--- config.mk ---
export PLATFORM = sky130hd
export DESIGN_NAME = mdio_master
export DESIGN_NICKNAME = d
export VERILOG_FILES = /design/src/rtl/mdio_master.sv
export SDC_FILE = /design/constraint.sdc
export NUM_CORES = 1
export LEC_CHECK = 0
export BUFFER_PORTS_ARGS = -buffer_cell sky130_fd_sc_hd__clkbuf_2
export CORE_MARGIN = 10
export CORE_UTILIZATION = 51
export CTS_CLUSTER_DIAMETER = 200
export DETAILED_ROUTE_END_ITERATION = 10
export PLACE_DENSITY = 0.76
export SLEW_MARGIN = 15
export SYNTH_ARGS = -nofsm -noshare
export SYNTH_HDL_FRONTEND = slang
export SYNTH_SLANG_ARGS = --single-unit
export TNS_END_PERCENT = 10
--- constraint.sdc ---
create_clock -name clk -period 2.01 [get_ports clk]
set_input_delay 0.201 -clock clk [delete_from_list [all_inputs] [get_ports clk]]
set_output_delay 0.201 -clock clk [all_outputs]
set_load 0.01 [all_outputs]
--- src/rtl/mdio_master.sv ---
// -----------------------------------------------------------------------------
// mdio_master
//
// Clause-22 MDIO/SMI management master for the Ethernet PHY, clk_tcxo domain.
// Serialises read/write register frames onto mdc and the tristated MDIO pin
// (mdio_i / mdio_o / mdio_t) and arbitrates the bus between the host command
// port and an optional autonomous link-status poller.
//
// Frame: PREAMBLE_BITS x '1', ST=01, OP (01 write / 10 read), PHYAD[4:0],
// REGAD[4:0], TA (2 bits), DATA[15:0], all MSB first. Each bit is CLK_DIV
// cycles with mdc=0 followed by CLK_DIV cycles with mdc=1. The response
// strobe lands on the last clk of the last bit, so rsp_valid fires exactly
// (PREAMBLE_BITS+32)*2*CLK_DIV cycles after the accepting cycle.
//
// Ports:
//   clk, reset_n          clock, asynchronous active-low reset
//   cmd_valid/cmd_ready   host command handshake
//   cmd_write             1 = write, 0 = read
//   cmd_phy_addr/reg_addr PHYAD / REGAD
//   cmd_wdata             write data
//   rsp_valid             1-cycle pulse at end of a host frame
//   rsp_rdata, rsp_err    read data (0 for writes), missing-PHY flag
//   busy                  frame in progress
//   mdc                   MDIO clock
//   mdio_i/mdio_o/mdio_t  pin input, pin output value, 1 = drive mdio_o
//   poll_status           last successfully polled register value
//   poll_update           1-cycle pulse when poll_status is refreshed
//
// Build option: define MDIO_POLL_EN to build the periodic poller that reads
// POLL_PHY_ADDR/POLL_REG_ADDR every POLL_INTERVAL cycles. Without it,
// poll_status and poll_update are tied to 0.
// -----------------------------------------------------------------------------
module mdio_master #(
  parameter int          CLK_DIV       = 16,
  parameter int          PREAMBLE_BITS = 32,
  parameter logic [4:0]  POLL_PHY_ADDR = 5'd0,
  parameter logic [4:0]  POLL_REG_ADDR = 5'd1,
  parameter logic [23:0] POLL_INTERVAL = 24'd1000000
) (
  input  logic        clk,
  input  logic        reset_n,
  input  logic        cmd_valid,
  output logic        cmd_ready,
  input  logic        cmd_write,
  input  logic [4:0]  cmd_phy_addr,
  input  logic [4:0]  cmd_reg_addr,
  input  logic [15:0] cmd_wdata,
  output logic        rsp_valid,
  output logic [15:0] rsp_rdata,
  output logic        rsp_err,
  output logic        busy,
  output logic        mdc,
  input  logic        mdio_i,
  output logic        mdio_o,
  output logic        mdio_t,
  output logic [15:0] poll_status,
  output logic        poll_update
);

  localparam int CW = $clog2(2 * CLK_DIV);
  localparam int BW = $clog2(PREAMBLE_BITS + 16) + 1;

  if (CLK_DIV < 2 || PREAMBLE_BITS < 1 || POLL_INTERVAL == 24'd0) begin : g_bad_params
    $error("mdio_master: illegal parameter value");
  end

  typedef enum logic [2:0] {
    S_IDLE, S_PRE, S_HDR, S_TA, S_DATA, S_DONE
  } state_t;

  state_t          state_q, state_d;
  logic [CW-1:0]   cyc_q, cyc_d;       // position inside the current bit
  logic [BW-1:0]   bit_q, bit_d;       // bits remaining in the current field, minus 1
  logic            mdc_q, mdc_d;
  logic            mdio_o_q, mdio_o_d;
  logic            mdio_t_q, mdio_t_d;
  logic [31:0]     tx_q, tx_d;         // ST/OP/PHYAD/REGAD/TA/DATA, MSB out first
  logic [15:0]     rx_q, rx_d;
  logic            is_write_q, is_write_d;
  logic            is_poll_q, is_poll_d;
  logic            ta_err_q, ta_err_d;
  logic [15:0]     rsp_rdata_q, rsp_rdata_d;
  logic            rsp_err_q, rsp_err_d;

  logic            start_host, start_poll, poll_pending;
  logic            frame_end;          // cycle that moves DATA -> DONE
  logic            sample, bit_end;
  logic            wr_sel;
  logic [4:0]      phy_sel, reg_sel;
  state_t          nxt;

  assign cmd_ready  = (state_q == S_IDLE) && !poll_pending;
  assign start_host = cmd_valid && cmd_ready;
  assign sample     = (cyc_q == CW'(CLK_DIV));
  assign bit_end    = (cyc_q == CW'(2 * CLK_DIV - 1));

  // A pending poll wins over the host; poll frames are always reads.
  assign wr_sel  = !start_poll && cmd_write;
  assign phy_sel = start_poll ? POLL_PHY_ADDR : cmd_phy_addr;
  assign reg_sel = start_poll ? POLL_REG_ADDR : cmd_reg_addr;

  always_comb begin
    // NOTE: every variable gets a default before the case so no path leaves
    // it unassigned; otherwise synthesis infers a latch.
    state_d     = state_q;
    cyc_d       = cyc_q;
    bit_d       = bit_q;
    mdc_d       = mdc_q;
    mdio_o_d    = mdio_o_q;
    mdio_t_d    = mdio_t_q;
    tx_d        = tx_q;
    rx_d        = rx_q;
    is_write_d  = is_write_q;
    is_poll_d   = is_poll_q;
    ta_err_d    = ta_err_q;
    rsp_rdata_d = rsp_rdata_q;
    rsp_err_d   = rsp_err_q;
    frame_end   = 1'b0;
    nxt         = state_q;

    case (state_q)
      S_IDLE: begin
        mdc_d    = 1'b0;
        mdio_o_d = 1'b0;
        mdio_t_d = 1'b0;
        if (start_poll || start_host) begin
          state_d    = S_PRE;
          cyc_d      = '0;
          bit_d      = BW'(PREAMBLE_BITS - 1);
          mdio_o_d   = 1'b1;
          mdio_t_d   = 1'b1;
          is_write_d = wr_sel;
          is_poll_d  = start_poll;
          ta_err_d   = 1'b0;
          rx_d       = '0;
          tx_d       = {2'b01, (wr_sel ? 2'b01 : 2'b10), phy_sel, reg_sel,
                        (wr_sel ? 2'b10 : 2'b00), (wr_sel ? cmd_wdata : 16'h0000)};
        end
      end

      S_DONE: begin
        state_d  = S_IDLE;
        mdc_d    = 1'b0;
        mdio_o_d = 1'b0;
        mdio_t_d = 1'b0;
      end

      default: begin  // S_PRE, S_HDR, S_TA, S_DATA
        cyc_d = cyc_q + CW'(1);
        mdc_d = (cyc_q >= CW'(CLK_DIV - 1));

        if (sample && !is_write_q) begin
          if (state_q == S_TA && bit_q == '0) ta_err_d = mdio_i;
          if (state_q == S_DATA)              rx_d     = {rx_q[14:0], mdio_i};
        end

        if (state_q == S_DATA && bit_q == '0 && cyc_q == CW'(2 * CLK_DIV - 2)) begin
          // DONE is the final high-phase clk of the last data bit.
          frame_end = 1'b1;
          state_d   = S_DONE;
          if (!is_poll_q) begin
            rsp_rdata_d = is_write_q ? 16'h0000 : rx_d;
            rsp_err_d   = !is_write_q && ta_err_d;
          end
        end else if (bit_end) begin
          cyc_d = '0;
          mdc_d = 1'b0;
          case (state_q)
            S_PRE:   if (bit_q == '0) begin nxt = S_HDR;  bit_d = BW'(13); end
                     else bit_d = bit_q - BW'(1);
            S_HDR:   if (bit_q == '0) begin nxt = S_TA;   bit_d = BW'(1);  end
                     else bit_d = bit_q - BW'(1);
            S_TA:    if (bit_q == '0) begin nxt = S_DATA; bit_d = BW'(15); end
                     else bit_d = bit_q - BW'(1);
            default: bit_d = bit_q - BW'(1);
          endcase
          state_d = nxt;
          if (nxt == S_PRE) begin
            mdio_o_d = 1'b1;
            mdio_t_d = 1'b1;
          end else begin
            mdio_o_d = tx_q[31];
            tx_d     = {tx_q[30:0], 1'b0};
            // Reads release the pin from the first turnaround bit onward.
            mdio_t_d = is_write_q || (nxt == S_HDR);
          end
        end
      end
    endcase
  end

  // NOTE: state registers use non-blocking assignments so every flop samples
  // the pre-edge value of its neighbours, independent of statement order.
  always_ff @(posedge clk or negedge reset_n) begin
    if (!reset_n) begin
      state_q     <= S_IDLE;
      cyc_q       <= '0;
      bit_q       <= '0;
      mdc_q       <= 1'b0;
      mdio_o_q    <= 1'b0;
      mdio_t_q    <= 1'b0;
      tx_q        <= '0;
      rx_q        <= '0;
      is_write_q  <= 1'b0;
      is_poll_q   <= 1'b0;
      ta_err_q    <= 1'b0;
      rsp_rdata_q <= '0;
      rsp_err_q   <= 1'b0;
    end else begin
      state_q     <= state_d;
      cyc_q       <= cyc_d;
      bit_q       <= bit_d;
      mdc_q       <= mdc_d;
      mdio_o_q    <= mdio_o_d;
      mdio_t_q    <= mdio_t_d;
      tx_q        <= tx_d;
      rx_q        <= rx_d;
      is_write_q  <= is_write_d;
      is_poll_q   <= is_poll_d;
      ta_err_q    <= ta_err_d;
      rsp_rdata_q <= rsp_rdata_d;
      rsp_err_q   <= rsp_err_d;
    end
  end

  assign busy      = (state_q != S_IDLE);
  assign mdc       = mdc_q;
  assign mdio_o    = mdio_o_q;
  assign mdio_t    = mdio_t_q;
  assign rsp_valid = (state_q == S_DONE) && !is_poll_q;
  assign rsp_rdata = rsp_rdata_q;
  assign rsp_err   = rsp_err_q;

`ifdef MDIO_POLL_EN
  logic [23:0] poll_cnt_q, poll_cnt_d;
  logic        poll_pending_q, poll_pending_d;
  logic [15:0] poll_status_q, poll_status_d;
  logic        poll_expire;

  assign start_poll   = (state_q == S_IDLE) && poll_pending_q;
  assign poll_pending = poll_pending_q;
  assign poll_expire  = (poll_cnt_q == POLL_INTERVAL - 24'd1);

  always_comb begin
    poll_cnt_d     = poll_expire ? 24'd0 : poll_cnt_q + 24'd1;
    // An expiry while a request is still pending merges into it; an expiry
    // on the start cycle re-arms for the next frame.
    poll_pending_d = poll_expire || (poll_pending_q && !start_poll);
    poll_status_d  = poll_status_q;
    if (frame_end && is_poll_q && !ta_err_d) poll_status_d = rx_d;
  end

  always_ff @(posedge clk or negedge reset_n) begin
    if (!reset_n) begin
      poll_cnt_q     <= '0;
      poll_pending_q <= 1'b0;
      poll_status_q  <= '0;
    end else begin
      poll_cnt_q     <= poll_cnt_d;
      poll_pending_q <= poll_pending_d;
      poll_status_q  <= poll_status_d;
    end
  end

  assign poll_status = poll_status_q;
  assign poll_update = (state_q == S_DONE) && is_poll_q && !ta_err_q;
`else
  assign start_poll   = 1'b0;
  assign poll_pending = 1'b0;
  assign poll_status  = 16'h0000;
  assign poll_update  = 1'b0;
`endif

endmodule
After elaboration in Yosys (flattened, before gate mapping):

Index checks and enable logic that the tools add are counted.

* register bits after elaboration: 85
* input bits: 31
* output and inout port bits: 40
* word-level logic and storage cells: 106

* add/subtract/negate cells: 2
* order comparisons: 1
* equality and inequality tests: 14
* muxes and demuxes: 53
* bitwise operators: 2
* reduce and logical (&&, ||, !) cells: 22

Operators by type and width (number)
* 2-to-1 mux 32 bit: 4
* 2-to-1 mux 16 bit: 5
* case mux 32 bit (2 select lines): 1
* 2-to-1 mux 7 bit: 6
* case mux 16 bit (2 select lines): 1
* 2-to-1 mux 3 bit: 9
* case mux 7 bit (3 select lines): 1
* == test 5 bit, second input constant: 3
* 2-to-1 mux 5 bit: 3
* 2-to-1 mux 1 bit: 14
* case mux 7 bit (2 select lines): 1
* case mux 5 bit (2 select lines): 1
* AND reduction 2 bit: 5
* == test 3 x 2 -> 1 bit, second input constant: 3
* case mux 3 bit (3 select lines): 1
* logical NOT 7 bit: 1
* subtractor 7 x 1 -> 7 bit, second input constant: 1
* == test 3 x 1 -> 1 bit, second input constant: 2
* == test 3 bit, second input constant: 2
* logical AND 1 bit: 6
* case mux 1 bit (2 select lines): 3
* case mux 3 bit (2 select lines): 1
* nonzero test 3 bit: 2
* adder 5 x 1 -> 5 bit, second input constant: 1
* other kinds (14): 17

Depth between registers and ports, before layout:

* word-level depth: 12
* mapped depth: 9
* depth with buffers taken out: 8

Worst setup path after synthesis:

No wires, ideal clock.

* path kind: reg2reg
* from: register cyc_q[0]
* to: register tx_q[16]
* library setup time: 127 ps
* arrival time: 1881 ps
* required time: 1883 ps
* setup slack: 3 ps
* cell stages (with the launch flop): 10
* buffers on the path: 2
* clock period less this slack: 2007 ps
* cell sequence: dfrtp_1 ha_1 and3_1 ha_1 a22o_1 o211a_1 buf_6 buf_6 nand3_1 o21ai_0

* word-level cells in the longest chain between the ends: 4
* elaborated cells between the ends (all ways): 6
* classes of those cells: 3 x eq/ne; 3 x reduce/logical

RTL lines
* start, declared: RTL line 72 `logic [CW-1:0] cyc_q, cyc_d;`
* start signal, assigned: RTL line 211 `cyc_q <= cyc_d;`
* == test 5 bit: RTL line 157 `if (state_q == S_DATA && bit_q == '0 && cyc_q == CW'(2 * CLK_DIV - 2)) begin`
* logical AND 1 bit: RTL line 157
* inequality test 2 bit (no source line)
* AND reduction 5 bit (no source line) *
* end signal, assigned: RTL line 216 `tx_q <= tx_d;`
* end, declared: RTL line 77 `logic [31:0] tx_q, tx_d;`

Mark *: on every way between the ends. The rest lies on a longest branch, timed or not.
A chain may end at the register's enable or synchronous reset.

Worst setup path after layout:

* from: register bit_q[0]
* to: register tx_q[1]

* word-level cells in the longest chain between the ends: 9
* elaborated cells between the ends (all ways): 14
* classes of those cells: 3 x eq/ne; 7 x mux; 4 x reduce/logical

RTL lines
* start, declared: RTL line 73 `logic [BW-1:0] bit_q, bit_d;`
* start signal, assigned: RTL line 212 `bit_q <= bit_d;`
* logical NOT 7 bit *
* 2-to-1 mux 3 bit (on tied branches): RTL line 173, 169, 171
* case mux 3 bit (3 select lines): RTL line 168 `case (state_q)`
* 2-to-1 mux 3 bit: RTL line 165 `end else if (bit_end) begin`
* 2-to-1 mux 3 bit: RTL line 157
* 2-to-1 mux 3 bit: RTL line 121 `case (state_q)`
* == test 3 x 1 -> 1 bit: RTL line 178 `if (nxt == S_PRE) begin`
* inequality test 2 bit (no source line)
* AND reduction 5 bit (no source line) *

Mark *: on every way between the ends. The rest lies on a longest branch, timed or not. The select of a mux whose other input is x is not followed.

==> impl_metrics.toml <==
[run_status]
outcome = "finished, violations left"
violations = "setup timing"

[routing]
drtIter0Drc = 337
avgViaCountPerCell = 5.64
drc = 0
first_pass_iters = 5
ant_nets = 0
post_drt_wl_per_cell_um = 16.8
wl_mm = 10.8
vias = 3630

[global_route]
grt_overflow = 0
grt_usage = 0.164
grt_pass1_wl_mm = 17.2
grt_pass1_vias = 3556
antenna_found_initial = 0
grt_max_degree = 48

[place]
place_inst = 613
numPortBuffers = 53
placed_cell_area_um2 = 4680
gp_congestion = 0.890
dp.final_hpwl_mm = 6.79

[pwr]
p_comb_frac = 0.395
cellPowerDensity_nw_per_um2 = 1200
p_clk_frac = 0.214
p_sw_mw = 2.33
p_leak_nw = 2.38
max-vdd-ir-drop_mv = 0.620
p_seq_frac = 0.391
p_int_mw = 4.03
power_switching_share = 0.366

[clock_tree]
cts_num_sinks = 85
cts_made_buffers = 9
clkTransAtPathRegs_ns = 0.09
h-tree-depth = 3
cts_tree = "yes"
cts_root_buffer = "clkbuf_8"
clk_path_buf_depth = 2
clk_latency_ns = 0.37

[worst_setup_path]
path_buf_inv = 2
r2r_start = "bit_q[0]"
worstPathCellList = "inv_2 > ha_4 > or3b_4 > o211ai_1 > o211a_4 > clkbuf_16 > nor2_1 > a31oi_1"
slowest_stage = "dfrtp_1"
r2r_cells = 8
crit_arrival_ns = 2.32
crit_type = "reg2reg"
rrSetupSlack_ns = -0.01
startpoint_type = "register"
path_delay_family = "compound AO/OA/AOI/OAI gates"
worstPathRequired_ns = 2.30
cp-end-kind = "register"
crit-reg2reg-capture = "tx_q[1]"
max_stage_delay_ns = 0.41
path_max_fanout = 8

[yosys]
synth_top_family_by_area = "compound AO/OA/AOI/OAI gates"
syn_avg_cell_area_um2 = 9.35
ys_top_cells_by_area = "dfrtp_1 51%, nand2_1 5.8%, a31oi_1 4.3%"
synth-warning-count = 0
ys_seq_elements = 85
synthMuxAreaShare = 0.0460
synthCells = 448
synthAdderAreaFrac = 0.0179
synth_edf_count = 0
yosys.cell_count.top_type = "dfrtp_1"
async_reset_ff_frac = 1.00
ys_types = 45
ys_seq_area_frac = 0.508
synth_xor_area_frac = 0.00209
synth_area_um2 = 4190
synth_simple_gate_area_frac = 0.168
synth_top_area_cell = "dfrtp_1"
synthFlopType = "dfrtp_1"
synth-compound-area-share = 0.179
synth_common_cells = "85 x dfrtp_1, 65 x nand2_1, 46 x nor2_1"
synth_top_area_frac = 0.508

[timing]
hold_viol_final = 0
rsz0062_at_grt = "yes"
finalCritPeriodShare = 1.01
drv_slew = 0
worst_slew_pin_slew_ns = 0.602
timing.fmax_mhz = 495
clock_skew_ns = 0.0150
layout_min_cycle_time_ns = 2.02
setup_viol = 3
setup_ws_ns = -0.0118
max_slew_margin = 0.599

[min_path]
holdPathStages = 3
worstHoldEndpoint = "tx_q[22]"
hp-class = "in2reg"
hold_path.startpoint = "cmd_reg_addr[4]"

[die]
core_area_um2 = 8090
io_pins = 71
initial_utilization = 0.518
dieArea_um2 = 12200
rows = 33
die_width_um = 111
die_h_um = 111

[cells_and_area]
multi_input_area_um2 = 1940
fin_util = 0.657
drive_above_1_share = 0.284
fillers = 670
seqCellArea_um2 = 2130
final_area_um2 = 5320
final_nets = 571
area_growth_pct = 26.8
antenna_cells = 0
fin_cells = 644

[run]
cap_viol_max_count = 0
[cell usage in the layout, fill, tap and decap left out, types with 3 or more instances in the layout]
cell type  instances
a21oi_1           15
a22o_1            18
a22oi_1            3
a31oi_1           29
and2_1             3
buf_12             4
buf_4             36
buf_6              4
clkbuf_16          4
clkbuf_2          52
clkbuf_8           9
conb_1            17
dfrtp_1           84
ha_4               3
inv_1              7
inv_4              3
mux2i_1           15
nand2_1           64
nand3_1           20
nor2_1            42
nor2_2             4
nor2b_1            4
nor3_1             4
o21ai_0           18
o21ai_1           19
[metrics by stage]
stage	hold slack, ns	setup slack (ns)	TNS [ns]	power (mW)
floorplan	-0.0946	0.00258	0	3.81
global placement	0.253	0.00161	0	4.38
detailed placement	0.251	-0.0948	-0.521	4.49
CTS	0.0456	-0.0157	-0.0515	5.94
global route	0.0527	-0.106	-2.69	6.82
finish	0.0596	-0.0118	-0.0320	6.35
[registers in the layout (all words and copies together) (netlist names)]
register	cells
rx_q	16
state_q	3
ta_err_q	1
mdc	1
cyc_q	5
is_write_q	1
bit_q	7
rsp_err	1
tx_q	32
mdio_o	1
rsp_rdata	16
mdio_t	1
[power groups by stage]
stage          clock (mW)  combinational, mW  sequential [mW]
3_3_place_gp            0               1.93             2.46
5_1_grt              1.47               2.81             2.54
3_5_place_dp            0               2.03             2.47
2_1_floorplan           0               1.38             2.43
6_report             1.36               2.51             2.48
4_1_cts              1.38               2.12             2.44
[layout make-up]
| type | instances | area share |
|---|---|---|
| Sequential cell | 85 | 0.400 |
| Multi-Input combinational cell | 321 | 0.365 |
| Clock buffer | 10 | 0.0240 |
| Clock inverter | 6 | 0.0177 |
| Timing Repair Buffer | 105 | 0.158 |
| Tap cell | 105 | 0.0247 |
| Inverter | 12 | 0.00989 |
[worst reg2reg max path, cell delays in order (launching register included)]
cell	delay (ns)
dfrtp_1	0.41
inv_2	0.09
ha_4	0.12
or3b_4	0.38
o211ai_1	0.20
o211a_4	0.34
clkbuf_16	0.21
nor2_1	0.04
a31oi_1	0.15
[worst max-delay path by stage]
stage | cells after the start | slack, ns | start | to
floorplan | 9 | 0.003 | cyc_q[0] | tx_q[16]
global placement | 10 | 0.002 | cyc_q[0] | rsp_rdata[15]
detailed placement | 10 | -0.09 | cyc_q[0] | rsp_rdata[15]
CTS | 10 | -0.02 | cyc_q[0] | rsp_rdata[13]
global route | 8 | -0.11 | bit_q[0] | tx_q[22]
finish | 8 | -0.01 | bit_q[0] | tx_q[1]
[cells by family after synthesis]
kind of cell               Yosys count
DFF                                 85
AOI/OAI and AO/OA                  118
xor gates and xnor gates             1
adders and majority gates            6
other                                1
buffers and inverters               58
and+or+nand+nor                    160
muxes                               19
[routing by layer]
layer  up-vias  routed length, µm  track usage  share of wire
li1       1709                  -            -              -
met1      1778               4710        0.207           0.44
met2       121               5290        0.261           0.49
met3        22                605       0.0498          0.056
met4         0                211       0.0538          0.020
met5         -                  0            0              0
[timing repair]
action	4_1_cts	5_1_grt
endpoints found under the hold margin	44	0
setup endpoints to repair	30	78
gates resized for setup	16	42
pin swaps	2	9
gates cloned	2	6
hold buffers	1	0
buffers inserted	0	6
Power figures use the tool's default switching activity.
